<file path="src/rtl/ref_sin_dds_if.sv">
// Tuning-word offer channel into the reference sine DDS.
// The master holds freq/freqValid until the one-cycle freqAck.
interface ref_sin_dds_if #(
  parameter int ACC_W = 32
);
  logic [ACC_W-1:0] freq;
  logic             freqValid;
  logic             freqAck;

  modport master (
    output freq,
    output freqValid,
    input  freqAck
  );

  modport slave (
    input  freq,
    input  freqValid,
    output freqAck
  );
endinterface

</file>
<file path="src/rtl/ref_sin_dds.sv">
// Reference sine DDS: phase accumulator, quarter-wave ROM, 3-clock pipe.
// Emits signed DAC samples and a one-cycle marker on the post-wrap sample.
module ref_sin_dds #(
  parameter int ACC_W  = 32,
  parameter int LUT_AW = 8,
  parameter int OUT_W  = 16
) (
  input  logic                    clock,
  input  logic                    reset,
  input  logic                    enable,
  ref_sin_dds_if.slave            freqIf,
  input  logic [ACC_W-1:0]        phaseOffset,
  input  logic                    phaseLoad,
  output logic signed [OUT_W-1:0] toDAC,
  output logic                    sampleValid,
  output logic                    phaseSync
);

  localparam int LUT_N = 2 ** LUT_AW;

  function automatic int lutVal(input int k);
    real x;
    x = 32767.0 * $sin(3.14159265358979323846 * (real'(k) + 0.5)
        / real'(2 ** (LUT_AW + 1)));
    return $rtoi(x + 0.5);
  endfunction

  // Table is folded to constants at elaboration time.
  logic [OUT_W-2:0] lut [LUT_N];

  for (genvar g = 0; g < LUT_N; g++) begin : gLut
    localparam int V = lutVal(g);
    assign lut[g] = (OUT_W-1)'(V);
  end

  logic [ACC_W-1:0] acc;
  logic [ACC_W-1:0] ftw;
  logic [ACC_W-1:0] pendReg;
  logic             pending;
  logic             accWrap;
  logic             accEn;

  logic [ACC_W:0]   sum;
  logic             carry;
  logic             applyFtw;
  logic [1:0]       quad;
  logic [LUT_AW-1:0] idx;

  always_comb begin
    sum      = {1'b0, acc} + {1'b0, ftw};
    carry    = sum[ACC_W];
    applyFtw = pending &&
               (carry || phaseLoad || !enable || (ftw == '0));
    quad     = acc[ACC_W-1 -: 2];
    idx      = acc[ACC_W-3 -: LUT_AW];
  end

  // New tuning word lands only where it cannot cause a phase step.
  always_ff @(posedge clock or posedge reset) begin
    if (reset) begin
      acc            <= '0;
      ftw            <= '0;
      pendReg        <= '0;
      pending        <= 1'b0;
      accWrap        <= 1'b0;
      accEn          <= 1'b0;
      freqIf.freqAck <= 1'b0;
    end else begin
      if (phaseLoad) begin
        acc     <= phaseOffset;
        accWrap <= 1'b0;
      end else if (enable) begin
        acc     <= sum[ACC_W-1:0];
        accWrap <= carry;
      end else begin
        accWrap <= 1'b0;
      end
      accEn          <= enable;
      freqIf.freqAck <= applyFtw;
      if (applyFtw) begin
        ftw     <= pendReg;
        pending <= 1'b0;
      end else if (freqIf.freqValid && !pending) begin
        pendReg <= freqIf.freq;
        pending <= 1'b1;
      end
    end
  end

  logic [LUT_AW-1:0] s1Idx;
  logic              s1Neg;
  logic              s1Wrap;
  logic              s1En;
  logic [OUT_W-2:0]  s2Mag;
  logic              s2Neg;
  logic              s2Wrap;
  logic              s2En;
  logic [OUT_W-1:0]  magExt;

  assign magExt = {1'b0, s2Mag};

  always_ff @(posedge clock or posedge reset) begin
    if (reset) begin
      s1Idx       <= '0;
      s1Neg       <= 1'b0;
      s1Wrap      <= 1'b0;
      s1En        <= 1'b0;
      s2Mag       <= '0;
      s2Neg       <= 1'b0;
      s2Wrap      <= 1'b0;
      s2En        <= 1'b0;
      toDAC       <= '0;
      sampleValid <= 1'b0;
      phaseSync   <= 1'b0;
    end else begin
      s1Idx       <= quad[0] ? ~idx : idx;
      s1Neg       <= quad[1];
      s1Wrap      <= accWrap;
      s1En        <= accEn;
      s2Mag       <= lut[s1Idx];
      s2Neg       <= s1Neg;
      s2Wrap      <= s1Wrap;
      s2En        <= s1En;
      sampleValid <= s2En;
      phaseSync   <= s2En && s2Wrap;
      if (s2En) begin
        toDAC <= s2Neg ? (~magExt) + OUT_W'(1) : magExt;
      end
    end
  end

endmodule

</file>
<file path="src/flat_wrapper.sv">
// flat-port wrapper written by rule: the top's interface ports become plain ports
module ref_sin_dds_flat 
#(
  parameter int ACC_W  = 32,
  parameter int LUT_AW = 8,
  parameter int OUT_W  = 16
)
  (clock, reset, enable, phaseOffset, phaseLoad, toDAC, sampleValid, phaseSync, freqIf_freq, freqIf_freqValid, freqIf_freqAck);
  ref_sin_dds_if #(.ACC_W(ACC_W)) freqIf_i ();
  input  logic clock;
  input  logic reset;
  input  logic enable;
  input  logic [ACC_W-1:0] phaseOffset;
  input  logic phaseLoad;
  output logic signed [OUT_W-1:0] toDAC;
  output logic sampleValid;
  output logic phaseSync;
  input wire logic [$bits(freqIf_i.freq)-1:0] freqIf_freq;
  input wire logic [$bits(freqIf_i.freqValid)-1:0] freqIf_freqValid;
  output wire logic [$bits(freqIf_i.freqAck)-1:0] freqIf_freqAck;
  assign freqIf_i.freq = freqIf_freq;
  assign freqIf_i.freqValid = freqIf_freqValid;
  assign freqIf_freqAck = freqIf_i.freqAck;
  ref_sin_dds #(.ACC_W(ACC_W), .LUT_AW(LUT_AW), .OUT_W(OUT_W)) u_core (.clock(clock), .reset(reset), .enable(enable), .freqIf(freqIf_i), .phaseOffset(phaseOffset), .phaseLoad(phaseLoad), .toDAC(toDAC), .sampleValid(sampleValid), .phaseSync(phaseSync));
endmodule
</file>
<file path="config.mk">
export PLATFORM = sky130hd
export DESIGN_NAME = ref_sin_dds_flat
export DESIGN_NICKNAME = d
export VERILOG_FILES = /design/src/rtl/ref_sin_dds_if.sv /design/src/rtl/ref_sin_dds.sv /design/src/flat_wrapper.sv
export SDC_FILE = /design/constraint.sdc
export NUM_CORES = 1
export LEC_CHECK = 0
export ABC_AREA = 1
export BUFFER_PORTS_ARGS = -buffer_cell sky130_fd_sc_hd__buf_2
export CAP_MARGIN = 20
export CORE_MARGIN = 5
export CORE_UTILIZATION = 45
export CTS_BUF_LIST = sky130_fd_sc_hd__clkbuf_8
export DETAILED_ROUTE_END_ITERATION = 12
export PLACE_DENSITY = 0.64
export SKIP_CTS_REPAIR_TIMING = 1
export SLEW_MARGIN = 20
export SYNTH_ARGS = -nofsm -noshare
export SYNTH_HDL_FRONTEND = slang
export SYNTH_SLANG_ARGS = --single-unit
</file>
<file path="constraint.sdc">
create_clock -name clock -period 8.1 [get_ports clock]
set_input_delay 2.43 -clock clock [delete_from_list [all_inputs] [get_ports clock]]
set_output_delay 2.43 -clock clock [all_outputs]
set_load 0.02 [all_outputs]
</file>
==> out/metrics.yaml <==
status:
  outcome: "finished clean"
global_route:
  grt_max_degree: 93
  grt_pass1_vias: 12771
  overflow: 0
  antenna_found_initial: 0
  grt_pass1_wl_um: 74800
  track_usage: 0.315
logic_synthesis:
  ys_seq_area_frac: 0.309
  synth_edf_count: 0
  yosys_warnings: 0
  synth_nets: 1979
  async_flop_share: 1.00
  synth.distinct_cells: 41
  synth_area_um2: 11900
  synth_flop_cell: "dfrtp_1"
  syn_area_per_cell_um2: 6.41
  ys_seq_elements: 147
  synth_cells: 1860
routing:
  vias: 12947
  wirelength_um: 48000
  viasPerCell: 5.76
  wl_per_cell_um: 21.4
  ant_nets: 0
  remaining_drc_errors: 0
  firstDrtPassIters: 8
  initialDrtViolationCount: 1562
clock_tree:
  insertion_delay_ps: 460
  clk_pin_slew_worst_paths_ps: 100
  clock-root-buffer: "clkbuf_8"
  cts_tree: "built"
  htree_num_levels: 4
  cts_buffer_depth: 2
  cts_sinks: 147
  cts_buffers: 17
pwr:
  power_density_nw_per_um2: 513
  finalPower_mw: 6.62
  vdd_drop_max_v: 0.000227
  leakagePower_nw: 6.94
sta:
  worst_slack_ps: 3570
  hold_ws_ps: 345
  skew_ps: 29.1
  period_needed_ps: 4530
  hold_viol_final: 0
  fmax_mhz: 221
  tns_ps: 0
  tightest_slew_ps: 875
  finalCritPeriodShare: 0.560
  setup_viol: 0
  max_slew_margin: 0.416
  finalMaxSlewViolations: 0
  rsz0062_at_grt: "no"
hold_path:
  hold_class: "flop to flop"
  whs_endpoint: "u_core.s2Wrap"
  hold_depth: 0
  min_from: "u_core.s1Wrap"
final_layout:
  layout.cells.most_common: "nand2_1"
  diodes: 0
  nets: 2020
  synthToLayoutAreaGrowth_pct: 8.18
  fin_util: 0.495
  nFillCells: 2685
  drive_gt1_frac: 0.106
  layout_common_cells: "nand2_1 (654), nand3_1 (218), inv_1 (199)"
critical_path:
  r2r_setup_slack_ps: 4440
  worstReg2RegStart: "u_core.s1Idx[0]"
  path_class: "input port to flop"
  cp_max_fo: 34
  startpoint_type: "input port"
  cp-end-kind: "flop"
  cpPeakStageDelay_ps: 630
  worstRegToRegCells: 9
  path_cells: "buf_2 > nor2_8 > inv_1 > nor2_1 > nand3_4 > nand2_4 > nand2_1 > nand2_1"
  crit-reg2reg-capture: "u_core.s2Mag[2]"
  slowest_stage: "buf_2"
  crit_arrival_ps: 4880
  cp.required_ps: 8440
  crit_top_cell: "nand2_1"
floorplanning:
  die_w_um: 173
  pin_count: 88
  die_h_um: 173
  core_area_um2: 26100
  start_util: 0.457
  die_area_um2: 29800
  rows: 59
run:
  cap_violations: 0
placement:
  dp_hpwl_um: 35500
  place_ws_ps: 3100
  place_congestion: 1.02
  portBuffers: 87
==> cell usage after synthesis, types with 3 or more instances <==
| library cell | count | area share |
|---|---|---|
| a21oi_1 | 68 | 0.029 |
| a22oi_1 | 21 | 0.013 |
| a31oi_1 | 5 | 0.0026 |
| and2_1 | 3 | 0.0016 |
| buf_1 | 8 | 0.0025 |
| buf_2 | 28 | 0.012 |
| buf_4 | 8 | 0.0050 |
| buf_6 | 6 | 0.0057 |
| clkbuf_1 | 27 | 0.0085 |
| dfrtp_1 | 147 | 0.31 |
| ha_1 | 49 | 0.051 |
| inv_1 | 201 | 0.063 |
| inv_2 | 5 | 0.0016 |
| mux2_2 | 32 | 0.030 |
| nand2_1 | 654 | 0.21 |
| nand2_2 | 18 | 0.0094 |
| nand3_1 | 218 | 0.092 |
| nand3b_1 | 6 | 0.0038 |
| nand4_1 | 10 | 0.0052 |
| nor2_1 | 158 | 0.050 |
| nor2_2 | 3 | 0.0016 |
| nor3_1 | 7 | 0.0029 |
| o211ai_1 | 23 | 0.014 |
| o21ai_0 | 101 | 0.042 |
| o21ai_1 | 5 | 0.0021 |
| o22ai_1 | 4 | 0.0021 |
| or2_2 | 3 | 0.0016 |
| xnor2_1 | 9 | 0.0066 |
| xor2_1 | 18 | 0.013 |
==> cell families (layout without fill, tap and decap cells) <==
logic type	after synthesis	count (layout)	synth area share
xor gates and xnor gates	27	27	0.0198
and+or+nand+nor	1083	1083	0.377
DFF	147	147	0.309
buffers and inverters	284	337	0.0987
adders and majority gates	50	50	0.0531
AOI/OAI and AO/OA	237	237	0.112
muxes	32	32	0.0302
==> worst max path at each step <==
stage | startpoint | end | cells past startpoint | slack [ps]
global route | phaseLoad | u_core.ftw[11] | 8 | 3380
floorplan | reset | u_core.accEn | 1 | 1720
CTS | phaseLoad | u_core.ftw[10] | 8 | 3590
finish | phaseLoad | u_core.ftw[10] | 8 | 3570
global placement | phaseLoad | u_core.ftw[10] | 8 | 3160
detailed placement | phaseLoad | u_core.ftw[30] | 8 | 3100
==> area by class of cell <==
| class | instances | area [µm²] | share of cell area |
|---|---|---|---|
| timing repair buffer | 99 | 526 | 0.0408 |
| inverter | 207 | 782 | 0.0607 |
| clock buffer | 18 | 248 | 0.0192 |
| sequential | 147 | 3680 | 0.286 |
| multi-input combinational | 1429 | 7070 | 0.548 |
| clock inverter | 13 | 168 | 0.0130 |
| tap | 335 | 419 | 0.0325 |
==> worst max-delay path: cells and delay by family <==
kind / cells / cell delay (ps)
and+or+nand+nor: 6 / 1280
buffers and inverters: 2 / 1130
==> metal layers <==
metal	vias to the layer above	routed length, µm	GRT usage
met3	164	3670	0.0524
met2	657	22700	0.525
li1	6057	-	-
met1	6069	18800	0.394
met5	-	0	0
met4	0	2790	0.159
==> sequential cells by signal, summed over array words and instances, names as in the netlist, 8 cells and up <==
name            flops
u_core.s2Mag       15
u_core.acc         32
u_core.ftw         32
u_core.pendReg     32
u_core.s1Idx        8
u_core.toDAC       16
==> report_power, final <==
part / internal, mW / switching, mW
combinational: 1.33 / 3.30
sequential: 1.02 / 0.328
clock: 0.293 / 0.350
total: 2.64 / 3.97
==> stage by stage <==
stage,std cells,instance area (µm²)
5_1_grt,2248,12900
3_3_place_gp,2217,12500
4_1_cts,2248,12900
3_5_place_dp,2217,12500
6_report,2248,12900
2_1_floorplan,1860,11900
No activity file was read; power rests on OpenSTA's default activity.
